`config.mk`:
```
export PLATFORM = sky130hd
export DESIGN_NAME = div_iter_ctrl
export DESIGN_NICKNAME = d
export VERILOG_FILES = /design/src/rtl/div_iter_ctrl.sv
export SDC_FILE = /design/constraint.sdc
export NUM_CORES = 1
export LEC_CHECK = 0
export CAP_MARGIN = 20
export CELL_PAD_IN_SITES_DETAIL_PLACEMENT = 0
export CELL_PAD_IN_SITES_GLOBAL_PLACEMENT = 2
export CORE_ASPECT_RATIO = 1.5
export CORE_MARGIN = 2
export CORE_UTILIZATION = 30
export CTS_CLUSTER_DIAMETER = 120
export DETAILED_ROUTE_END_ITERATION = 12
export GPL_TIMING_DRIVEN = 0
export PLACE_DENSITY_LB_ADDON = 0.1
export SYNTH_ARGS = -nofsm -noshare
export SYNTH_HDL_FRONTEND = slang
export SYNTH_SLANG_ARGS = --single-unit
```
`constraint.sdc`:
```
create_clock -name clk -period 5.8 [get_ports clk]
set_clock_uncertainty 0.05 [all_clocks]
set_input_delay 0.87 -clock clk [delete_from_list [all_inputs] [get_ports clk]]
set_output_delay 0.87 -clock clk [all_outputs]
set_load 0.02 [all_outputs]
```
`src/rtl/div_iter_ctrl.sv`:
```
`default_nettype none
// ============================================================================
// Module      : div_iter_ctrl
// Description : Multi-cycle integer divider for the execute stage (divw and
//               divwu). Operands are converted to magnitudes on acceptance.
//               One non-restoring divide step runs per cycle over a
//               (WIDTH+1)-bit partial remainder. A final cycle then corrects
//               the remainder and applies the result signs. busy stalls the
//               pipeline until the single-cycle done pulse.
// Ports       :
//   clk        in   1      system clock, rising edge
//   rst        in   1      synchronous reset, active-high
//   start      in   1      request, accepted only in IDLE
//   sign       in   1      1 = signed (divw), 0 = unsigned (divwu)
//   srcA       in   WIDTH  dividend, sampled with start
//   srcB       in   WIDTH  divisor, sampled with start
//   flush      in   1      abort the operation in flight
//   busy       out  1      operation in flight (CALC, FIX or DONE)
//   done       out  1      one-cycle pulse, results valid
//   quotient   out  WIDTH  quotient, held until the next result
//   remainder  out  WIDTH  remainder, held until the next result
//   ovf        out  1      divide-by-zero or signed overflow
// Revision    : 1.0  initial release
// ============================================================================
module div_iter_ctrl #(
    parameter int WIDTH = 32
) (
    input  logic             clk,
    input  logic             rst,
    input  logic             start,
    input  logic             sign,
    input  logic [WIDTH-1:0] srcA,
    input  logic [WIDTH-1:0] srcB,
    input  logic             flush,
    output logic             busy,
    output logic             done,
    output logic [WIDTH-1:0] quotient,
    output logic [WIDTH-1:0] remainder,
    output logic             ovf
);

    localparam int CNT_W = $clog2(WIDTH + 1);
    localparam logic [WIDTH-1:0] MIN_NEG = {1'b1, {(WIDTH-1){1'b0}}};
    localparam logic [WIDTH-1:0] ALL_ONE = {WIDTH{1'b1}};

    typedef enum logic [1:0] {
        S_IDLE = 2'd0,
        S_CALC = 2'd1,
        S_FIX  = 2'd2,
        S_DONE = 2'd3
    } state_t;

    state_t state;
    state_t state_nx;

    logic [CNT_W-1:0] count;
    logic [WIDTH:0]   rem;      // signed partial remainder
    logic [WIDTH-1:0] dvd_q;    // dividend bits shift out, quotient bits shift in
    logic [WIDTH-1:0] dvs;      // divisor magnitude
    logic             neg_a;
    logic             neg_b;

    // ------------------------------------------------------------------
    // Operand qualification in IDLE
    // ------------------------------------------------------------------
    logic             in_neg_a;
    logic             in_neg_b;
    logic [WIDTH-1:0] in_mag_a;
    logic [WIDTH-1:0] in_mag_b;
    logic             in_ovf;
    logic             accept;

    assign in_neg_a = sign & srcA[WIDTH-1];
    assign in_neg_b = sign & srcB[WIDTH-1];
    // The magnitude of MIN_NEG wraps back to MIN_NEG. Read as unsigned,
    // this is the correct magnitude.
    assign in_mag_a = in_neg_a ? (~srcA + 1'b1) : srcA;
    assign in_mag_b = in_neg_b ? (~srcB + 1'b1) : srcB;
    assign in_ovf   = (srcB == '0) | (sign & (srcA == MIN_NEG) & (srcB == ALL_ONE));
    assign accept   = (state == S_IDLE) & start & ~flush;

    // ------------------------------------------------------------------
    // Non-restoring step
    // The sign of the old remainder selects subtract or add. The shifted
    // value can leave the (WIDTH+1)-bit range. The add/sub result always
    // lies in [-dvs, dvs), so the modular arithmetic stays exact.
    // ------------------------------------------------------------------
    logic [WIDTH:0] rem_sh;
    logic [WIDTH:0] rem_step;

    assign rem_sh   = {rem[WIDTH-1:0], dvd_q[WIDTH-1]};
    assign rem_step = rem[WIDTH] ? (rem_sh + {1'b0, dvs}) : (rem_sh - {1'b0, dvs});

    // ------------------------------------------------------------------
    // Correction and sign fixup
    // The quotient bits from the step loop are already exact. Only a
    // negative final remainder needs the divisor added back.
    // ------------------------------------------------------------------
    logic [WIDTH-1:0] rem_mag;
    logic [WIDTH-1:0] q_fix;
    logic [WIDTH-1:0] r_fix;

    assign rem_mag = rem[WIDTH] ? (rem[WIDTH-1:0] + dvs) : rem[WIDTH-1:0];
    assign q_fix   = (neg_a ^ neg_b) ? (~dvd_q + 1'b1) : dvd_q;
    assign r_fix   = neg_a ? (~rem_mag + 1'b1) : rem_mag;

    // ------------------------------------------------------------------
    // State register
    // ------------------------------------------------------------------
    always_ff @(posedge clk) begin
        if (rst) begin
            state <= S_IDLE;
        end else begin
            state <= state_nx;
        end
    end

    // ------------------------------------------------------------------
    // Next state and status outputs
    // flush aborts CALC and FIX. DONE always returns to IDLE, so a
    // coincident flush does not suppress the pulse.
    // ------------------------------------------------------------------
    always_comb begin
        state_nx = state;
        busy     = 1'b1;
        done     = 1'b0;
        case (state)
            S_IDLE: begin
                busy = 1'b0;
                if (start && !flush) begin
                    state_nx = in_ovf ? S_DONE : S_CALC;
                end
            end
            S_CALC: begin
                if (flush) begin
                    state_nx = S_IDLE;
                end else if (count == CNT_W'(1)) begin
                    state_nx = S_FIX;
                end
            end
            S_FIX: begin
                state_nx = flush ? S_IDLE : S_DONE;
            end
            S_DONE: begin
                done     = 1'b1;
                state_nx = S_IDLE;
            end
            default: begin
                state_nx = S_IDLE;
            end
        endcase
    end

    // ------------------------------------------------------------------
    // Datapath registers
    // ------------------------------------------------------------------
    always_ff @(posedge clk) begin
        if (rst) begin
            count <= '0;
            rem   <= '0;
            dvd_q <= '0;
            dvs   <= '0;
            neg_a <= 1'b0;
            neg_b <= 1'b0;
        end else if (accept) begin
            count <= CNT_W'(WIDTH);
            rem   <= '0;
            dvd_q <= in_mag_a;
            dvs   <= in_mag_b;
            neg_a <= in_neg_a;
            neg_b <= in_neg_b;
        end else if (state == S_CALC && !flush) begin
            count <= count - 1'b1;
            rem   <= rem_step;
            dvd_q <= {dvd_q[WIDTH-2:0], ~rem_step[WIDTH]};
        end
    end

    // ------------------------------------------------------------------
    // Result registers. They load only when DONE is entered, so an
    // aborted operation leaves the previous result visible.
    // ------------------------------------------------------------------
    always_ff @(posedge clk) begin
        if (rst) begin
            quotient  <= '0;
            remainder <= '0;
            ovf       <= 1'b0;
        end else if (accept && in_ovf) begin
            quotient  <= '0;
            remainder <= '0;
            ovf       <= 1'b1;
        end else if (state == S_FIX && !flush) begin
            quotient  <= q_fix;
            remainder <= r_fix;
            ovf       <= 1'b0;
        end
    end

endmodule
`default_nettype wire

```
==> results of run 1 <==
-- flip-flops by register name, summed over array words and instances (netlist names) --
| register | cells |
|---|---|
| ovf | 1 |
| remainder | 32 |
| state | 2 |
| rem | 33 |
| neg_a | 1 |
| quotient | 32 |
| count | 6 |
| dvd_q | 32 |
| dvs | 32 |
| neg_b | 1 |
-- critical path, delay by kind of cell (launching register included) --
family / cells / cell delay (ns)
AOI/OAI and AO/OA: 6 / 1.29
buffers and inverters: 5 / 1.94
adders and majority gates: 1 / 0.33
muxes: 1 / 0.25
DFF: 1 / 0.38
xor gates and xnor gates: 1 / 0.15
and+or+nand+nor: 3 / 0.94
-- logic make-up after synthesis --
kind of cell | share of synthesized area, %
simple gates | 23.18
buf+inv | 4.183
fa+ha+maj | 6.821
xor+xnor | 11.33
mux | 1.259
flops | 25.30
compound gates | 27.94
-- layer usage --
metal / part of all wire, % / global-route usage (%) / vias to the layer above
met4: 5.6 / 12.87 / 0
met1: 38 / 24.50 / 6790
met5: 0 / 0 / -
li1: - / - / 7015
met3: 2.1 / 2.768 / 109
met2: 55 / 46.58 / 268
-- area by class of cell --
type	instances	area, sq um
Fill cell	4833	28480
Timing Repair Buffer	138	1366
Inverter	46	172.7
Sequential cell	172	3445
Multi-Input combinational cell	1508	9613
Clock buffer	19	452.9
Tap cell	582	728.2
Clock inverter	13	142.6
Buffer	100	411.6
-- final timing paths --
| path | from | to | slack [ns] |
|---|---|---|---|
| setup / recovery | rem[32] | rem[32] | 0.37 |
| hold reg to reg | remainder[4] | remainder[4] | 0.40 |
| setup reg to reg | rem[32] | rem[32] | 0.37 |
| hold / removal | remainder[4] | remainder[4] | 0.40 |
-- layout by cell type (no fill, tap or decap), types with 21 or more instances in the layout --
cell type	instances
nor2_1	189
inv_1	46
or3_1	21
nand3_1	32
a211oi_1	74
o31ai_1	26
nand2_1	216
dfxtp_1	171
nand4_1	28
a22oi_1	31
clkdlybuf4s50_1	135
nor3_1	42
a21oi_1	199
clkbuf_1	71
ha_1	71
xor2_1	76
a21o_1	30
o21ai_0	72
a31oi_1	25
xnor2_1	100
nor4_1	29
-- power by group through the flow --
stage	Combinational (W)	Sequential [W]	Clock, W
6_report	0.00108	0.00133	0.00120
3_5_place_dp	0.00108	0.00136	0
2_1_floorplan	0.000752	0.00131	0
4_1_cts	0.00109	0.00133	0.00122
3_3_place_gp	0.00108	0.00136	0
5_1_grt	0.00121	0.00133	0.00127
-- repair_timing --
item	CTS	global route
setup endpoints to repair	32	5
hold endpoints to repair	0	0
hold buffers	0	0
gates resized for setup	13	4
-- through the flow --
step | setup TNS (ns) | total power (W) | std cells | area, sq um
after floorplan | 0 | 0.002061 | 1828 | 13610
after global placement | -49.37 | 0.002437 | 2545 | 15690
after detailed placement | -48.40 | 0.002438 | 2547 | 15700
after CTS | 0 | 0.003638 | 2577 | 16320
after global routing | 0 | 0.003813 | 2578 | 16330
final | 0 | 0.003610 | 2578 | 16330
==> results.json, run 1 <==
{
  "grt_pass1_vias": 14430,
  "crit_path_max_fanout": 10,
  "rsz0062_at_grt": "no",
  "antenna_cells": 0,
  "synth.avg_cell_area_sq_um": 7.446,
  "hold_viol_final": 0,
  "cts_tree": "done",
  "antenna_found_initial": 0,
  "slowest_delay_ns": 0.69,
  "vdd_drop_max_v": 0.0002166,
  "portBuffers": 135,
  "utilization_pct": 36.45,
  "ys_warn_count": 0,
  "p_leak_nw": 5.897,
  "worstMarginPinSlew_ns": 1.087,
  "p_seq_share_pct": 36.9,
  "hold_ws_ns": 0.4007,
  "synth_edf_count": 0,
  "synth_fp_nets": 1970,
  "yosys.area.top_type": "dfxtp_1",
  "fp.dieW_microns": 177.9,
  "worstSetupPathType": "register to register",
  "wirelength_microns": 55770,
  "nets": 2125,
  "comb_power_share_pct": 30.0,
  "async_reset_ff_share_pct": 0,
  "syn_to_final_growth_pct": 19.99,
  "start_util_pct": 30.37,
  "cts_buffers": 17,
  "holdPathStages": 2,
  "finalWorstPathRequiredPeriod_ns": 5.433,
  "first_pass_iters": 5,
  "avgViaCountPerCell": 5.501,
  "yosys.cell_types.count": 87,
  "netlist_area_sq_um": 13610,
  "reg2reg_depth": 17,
  "status": "complete, no violations",
  "synth_top_area_share_pct": 25.30,
  "grt_pass1_wl_microns": 85520,
  "rows": 95,
  "place.gp.congestion": 0.9089,
  "postCtsSetupBuffers": 0,
  "drc": 0,
  "wl_per_cell_microns": 21.63,
  "yosysMostFrequentCell": "nand2_1",
  "netlist_top_cells_area": "dfxtp_1, a21oi_1, ha_1, xnor2_1, nand2_1",
  "synth.top_cells.by_count": "nand2_1, a21oi_1, nor2_1",
  "hold_path_class": "register to register",
  "crit_path_cell_trace": "inv_1, clkbuf_1, clkbuf_1, clkbuf_1, buf_2, o31ai_1, xnor2_1, ha_1, o2111ai_1, nor2_1, a211oi_2, or4b_2, a21oi_1, o211ai_1, a31oi_2, mux2i_1, nor2_1",
  "postRouteAntennaNets": 0,
  "net-switching-power_w": 0.001318,
  "place_hpwl_microns": 46490,
  "worstPathRequired_ns": 6.10,
  "drv_slew": 0,
  "grt_max_degree": 29,
  "netSwitchingFraction_pct": 36.50,
  "die_h_microns": 264.9,
  "root_buffer": "clkbuf_16",
  "setup_slack_ns": 0.3672,
  "cp-end-kind": "register",
  "grt_overflow": 0,
  "vias": 14180,
  "setup_viol": 0,
  "ios": 136,
  "core_sq_um": 44810,
  "htreeDepth": 4,
  "drtIter0Drc": 660,
  "start_kind": "register",
  "ys_seq_elements": 172,
  "max_cap_viol_count": 0,
  "pre_cts_slack_ns": -2.545,
  "dieArea_sq_um": 47120,
  "synth_seq_area_share_pct": 25.30,
  "clock_latency_ns": 0.47,
  "ctsLongestPathBuffers": 2,
  "worst_path_most_repeated_cell": "clkbuf_1",
  "pwr-share-clk_pct": 33.1,
  "clk_pin_slew_ns": 0.07,
  "internal-power_w": 0.002292,
  "slowest_stage": "or4b_2",
  "p_per_area_nw_per_um2": 221.0,
  "ys.flop_type": "dfxtp_1",
  "cts_sinks": 172,
  "relSlewSlack_pct": 26.87,
  "synthCells": 1828,
  "grt_use_total_pct": 24.02,
  "drive_gt1_share_pct": 4.509,
  "finalCritPeriodShare_pct": 93.67,
  "crit_arrival_ns": 5.73,
  "max_freq_ghz": 0.1841
}
Power figures use the tool's default switching activity.
==> inputs of run 2 (changes only) <==
--- a/config.mk
+++ b/config.mk
@@ -15,6 +15,7 @@
 export DETAILED_ROUTE_END_ITERATION = 12
 export GPL_TIMING_DRIVEN = 0
 export PLACE_DENSITY_LB_ADDON = 0.1
+export REMOVE_ABC_BUFFERS = 1
 export SYNTH_ARGS = -nofsm -noshare
 export SYNTH_HDL_FRONTEND = slang
 export SYNTH_SLANG_ARGS = --single-unit
==> run 2 against run 1 <==
Effect of this change: sequential share of layout area rose by 0.21 points; setup slack better by 0.51 ns; maximum frequency is 10% higher; count of clock-buffer cells in the layout shrank 2; sequential power hardly changed; critical path type is now primary input to register; first-iteration DRC count shrank 23%.
==> results.json, run 2 (synthesis gave the netlist of run 1 again) <==
{
  "htreeDepth": 4,
  "cts_hold_buf": 0,
  "placed_area_sq_um": 15590,
  "dieArea_sq_um": 47120,
  "power.total_w": 0.003531,
  "core_sq_um": 44810,
  "largest_register_ffs": 33,
  "max_freq_ghz": 0.2031,
  "worstReg2RegStart": "dvs[1]",
  "net-switching-power_w": 0.001256,
  "p_seq_share_pct": 37.0,
  "comb_power_share_pct": 29.1,
  "ctsLongestPathBuffers": 2,
  "pre_cts_slack_ns": 0.2100,
  "drc": 0,
  "internal-power_w": 0.002275,
  "netSwitchingFraction_pct": 35.57,
  "postRouteAntennaNets": 0,
  "mostFrequentLayoutCells": "nand2_1, a21oi_1, nor2_1",
  "grt_pass1_wl_microns": 70790,
  "setup_viol": 0,
  "cts_resized": 0,
  "p_per_area_nw_per_um2": 218.2,
  "start_kind": "primary input",
  "grt_overflow": 0,
  "clk_pin_slew_ns": 0.08,
  "worstPathRequired_ns": 6.10,
  "die_h_microns": 264.9,
  "cp-startpoint": "srcB[2]",
  "cp-end-kind": "register",
  "place_inst": 2461,
  "setup_slack_ns": 0.8761,
  "antenna_cells": 0,
  "drive_gt1_share_pct": 4.974,
  "cts_tree": "done",
  "cts_buffers": 17,
  "postCtsSetupBuffers": 0,
  "crit_arrival_ns": 5.22,
  "syn_to_final_growth_pct": 18.92,
  "hp-start": "remainder[3]",
  "grt_use_total_pct": 19.01,
  "start_util_pct": 30.37,
  "avgViaCountPerCell": 5.244,
  "finalCritPeriodShare_pct": 84.89,
  "vias": 13070,
  "hold_viol_final": 0,
  "first_pass_iters": 5,
  "r2r_slack_ns": 0.94,
  "layout_commonest_cell": "nand2_1",
  "reg2reg_depth": 15,
  "root_buffer": "clkbuf_16",
  "hold-path-endpoint": "remainder[3]",
  "grt_pass1_vias": 12970,
  "place.gp.congestion": 0.8127,
  "wirelength_microns": 43950,
  "rsz0062_at_grt": "no",
  "clock_latency_ns": 0.45,
  "status": "complete, no violations",
  "largest_register": "rem",
  "hold_path_class": "register to register",
  "fp.dieW_microns": 177.9,
  "worstMarginPinSlew_ns": 1.064,
  "cts_sinks": 172,
  "antenna_found_initial": 1,
  "fin_area_sq_um": 16190,
  "holdPathStages": 2,
  "finalWorstPathRequiredPeriod_ns": 4.924,
  "fin_cells": 2492,
  "p_leak_nw": 5.844,
  "relSlewSlack_pct": 28.40,
  "portBuffers": 135,
  "vdd_drop_max_v": 0.0001837,
  "pwr-share-clk_pct": 33.9,
  "fillers": 4820,
  "drtIter0Drc": 505,
  "crit_path_max_fanout": 68,
  "place_hpwl_microns": 35050,
  "wl_per_cell_microns": 17.64,
  "worstSetupPathType": "primary input to register",
  "max_cap_viol_count": 0,
  "rows": 95,
  "drv_slew": 0,
  "grt_max_degree": 75,
  "ios": 136,
  "setup-tns-final_ns": 0,
  "rr_endpoint": "rem[32]",
  "nets": 2040
}
run 2: per-stage QoR:
step / hold slack, ns / utilization (%)
after floorplan: 0.3890 / -
after global routing: 0.4191 / 36.12
after global placement: 0.3924 / 34.13
after detailed placement: 0.3945 / 34.79
final: 0.4012 / 36.12
after CTS: 0.4053 / 36.12
run 2: per-layer routing:
layer,global-route usage [%],part of all wire [%],up-vias
met1,21.48,42,6002
li1,-,-,6849
met2,36.08,53,181
met4,4.918,1.6,2
met5,0,0.036,-
met3,3.285,3.6,33
run 2: critical path, cell delays in order:
cell and delay, ns:
clkdlybuf4s50_1 0.56, nor4_1 0.52, nand2_1 0.16, nor2_1 0.47, nand4_1 0.34, o31ai_1 0.76, a21o_4 0.75, inv_1 0.35
a32oi_1 0.29, nand2_1 0.07
run 2: power by group through the flow:
stage,registers (W),logic [W],clock network [W]
floorplan,0.00132,0.000730,0
global placement,0.00134,0.00103,0
detailed placement,0.00134,0.00104,0
CTS,0.00131,0.00104,0.00125
global route,0.00132,0.00115,0.00129
finish,0.00131,0.00103,0.00120
run 2: final cells by class:
class | count | area [sq um] | share of cell area, %
timing repair buffer | 153 | 1609 | 9.941
multi-input combinational | 1508 | 9630 | 59.50
clock inverter | 14 | 171.4 | 1.059
clock buffer | 17 | 425.4 | 2.628
sequential | 172 | 3448 | 21.30
inverter | 46 | 172.7 | 1.067
tap | 582 | 728.2 | 4.499
run 2: how the worst max path moves through the flow:
stage | to | cells past startpoint
2_1_floorplan | dvd_q[0] | 6
4_1_cts | remainder[30] | 10
5_1_grt | remainder[30] | 10
6_report | remainder[30] | 10
3_3_place_gp | dvd_q[0] | 7
3_5_place_dp | remainder[30] | 10
==> inputs of run 3 (changes only) <==
==> constraint.sdc (replaced) <==
create_clock -name clk -period 4 [get_ports clk]
set_clock_uncertainty 0.05 [all_clocks]
set_input_delay 0.6 -clock clk [delete_from_list [all_inputs] [get_ports clk]]
set_output_delay 0.6 -clock clk [all_outputs]
set_load 0.02 [all_outputs]
==> run 3 against run 2 <==
Effect of this change: hold slack better by 0.00081 ns; via count up 2.7%; wire length up 5.8%; flip-flop and latch count unchanged; clock power up 45%; final cell count up 2.2%; final area up 7.3%; utilization up 2.6 points; sequential share of layout area down 1.2 points; critical path type is now register to register.
==> results.json, run 3 (synthesis gave the netlist of run 1 again) <==
{
  "status": "complete, no violations",
  "postRouteAntennaNets": 0,
  "fp.dieW_microns": 177.9,
  "syn_to_final_growth_pct": 27.64,
  "grt_max_degree": 77,
  "drv_slew": 0,
  "drtIter0Drc": 538,
  "place.gp.congestion": 0.8127,
  "largest_register_ffs": 33,
  "cts_sinks": 172,
  "hold_viol_final": 0,
  "fin_cells": 2547,
  "p_seq_share_pct": 35.1,
  "finalWorstPathRequiredPeriod_ns": 3.903,
  "worstSetupPathType": "register to register",
  "place_hpwl_microns": 35050,
  "root_buffer": "clkbuf_16",
  "mostFrequentLayoutCells": "nand2_1, a21oi_1, nor2_1",
  "worstMarginPinSlew_ns": 1.070,
  "max_freq_ghz": 0.2562,
  "first_pass_iters": 6,
  "ctsLongestPathBuffers": 2,
  "crit_arrival_ns": 4.24,
  "start_kind": "register",
  "grt_pass1_vias": 13280,
  "relSlewSlack_pct": 27.98,
  "die_h_microns": 264.9,
  "internal-power_w": 0.003481,
  "net-switching-power_w": 0.001955,
  "place_inst": 2461,
  "htreeDepth": 4,
  "ios": 136,
  "hold_path_class": "register to register",
  "wirelength_microns": 46490,
  "grt_overflow": 0,
  "p_per_area_nw_per_um2": 312.9,
  "drive_gt1_share_pct": 13.23,
  "rsz0062_at_grt": "yes",
  "rows": 95,
  "crit_path_max_fanout": 4,
  "utilization_pct": 38.77,
  "worstPathRequired_ns": 4.34,
  "antenna_cells": 0,
  "grt_use_total_pct": 19.88,
  "dieArea_sq_um": 47120,
  "placed_area_sq_um": 15590,
  "core_sq_um": 44810,
  "pwr-share-clk_pct": 32.0,
  "drc": 0,
  "comb_power_share_pct": 32.9,
  "cp-end-kind": "register",
  "nets": 2095,
  "portBuffers": 135,
  "clk_pin_slew_ns": 0.08,
  "avgViaCountPerCell": 5.271,
  "vias": 13430,
  "vdd_drop_max_v": 0.0002728,
  "wl_per_cell_microns": 18.25,
  "setup_viol": 0,
  "cts_tree": "done",
  "netSwitchingFraction_pct": 35.96,
  "fin_area_sq_um": 17370,
  "largest_register": "rem",
  "p_leak_nw": 6.203,
  "clock_latency_ns": 0.46,
  "grt_pass1_wl_microns": 73490,
  "start_util_pct": 30.37,
  "max_cap_viol_count": 0,
  "cts_buffers": 17,
  "antenna_found_initial": 1,
  "layout_commonest_cell": "nand2_1",
  "finalCritPeriodShare_pct": 97.59
}
[run 3: cell count changes in the layout (fill, tap and decap cells not counted), sizes merged]
cell,before,now
buf,19,72
a21o,30,32
[run 3: power groups by stage]
stage / Combinational (W) / Clock [W] / Sequential [W]
2_1_floorplan: 0.00106 / 0 / 0.00191
3_3_place_gp: 0.00149 / 0 / 0.00194
3_5_place_dp: 0.00150 / 0 / 0.00194
4_1_cts: 0.00168 / 0.00182 / 0.00190
5_1_grt: 0.00198 / 0.00188 / 0.00192
6_report: 0.00179 / 0.00174 / 0.00191
[run 3: critical path: stages (launching register included)]
cell and delay, ns:
dfxtp_4 0.37, ha_4 0.17, fa_2 0.37, a21o_1 0.22, a221oi_4 0.35, xor2_1 0.25
a31oi_2 0.15, nor3_2 0.30, nand3_2 0.20, or4_4 0.63, or3_4 0.35, or3_1 0.31
a31oi_1 0.13
[run 3: final timing paths]
path / start / to / cells after the start / slack, ns
min reg2reg: remainder[9] / remainder[9] / 2 / 0.40
max: dvs[0] / remainder[31] / 12 / 0.1
max reg2reg: dvs[0] / remainder[31] / 12 / 0.1
min: remainder[9] / remainder[9] / 2 / 0.40
[run 3: area by class of cell]
class	instances	area, sq um
Fill cell	4754	27440
Multi-Input combinational cell	1510	10350
Sequential cell	172	3486
Timing Repair Buffer	206	2034
Tap cell	582	728.2
Clock buffer	17	425.4
Inverter	46	177.7
Clock inverter	14	171.4
[run 3: metal layers]
metal  GRT usage, %  wire length, microns  share of wire (%)  vias to the layer above
met3          3.514                  1665                3.6                       44
met5              0                    16              0.034                        -
met2          37.80                 25030                 54                      202
li1               -                     -                  -                     6966
met4          5.560                   917                2.0                        2
met1          22.19                 18860                 41                     6211
[run 3: stage by stage]
step / TNS [ns] / worst slack [ns] / total power (W) / hold WS (ns)
after floorplan: -519.39 / -4.949 / 0.002967 / 0.3890
after global placement: -1268.95 / -11.69 / 0.003433 / 0.3924
after detailed placement: -53.80 / -1.320 / 0.003440 / 0.3945
after CTS: -0.1494 / -0.05186 / 0.005395 / 0.4053
after global routing: -0.3584 / -0.08254 / 0.005779 / 0.4191
final: 0 / 0.09650 / 0.005436 / 0.4020
[run 3: what timing repair did]
item / 4_1_cts / 5_1_grt
pin swaps: 37 / 42
endpoints found under the hold margin: 0 / 0
gates resized for setup: 90 / 73
gates cloned: 2 / 0
setup endpoints to repair: 80 / 34
hold buffers: 0 / 0
buffers inserted: 27 / 29
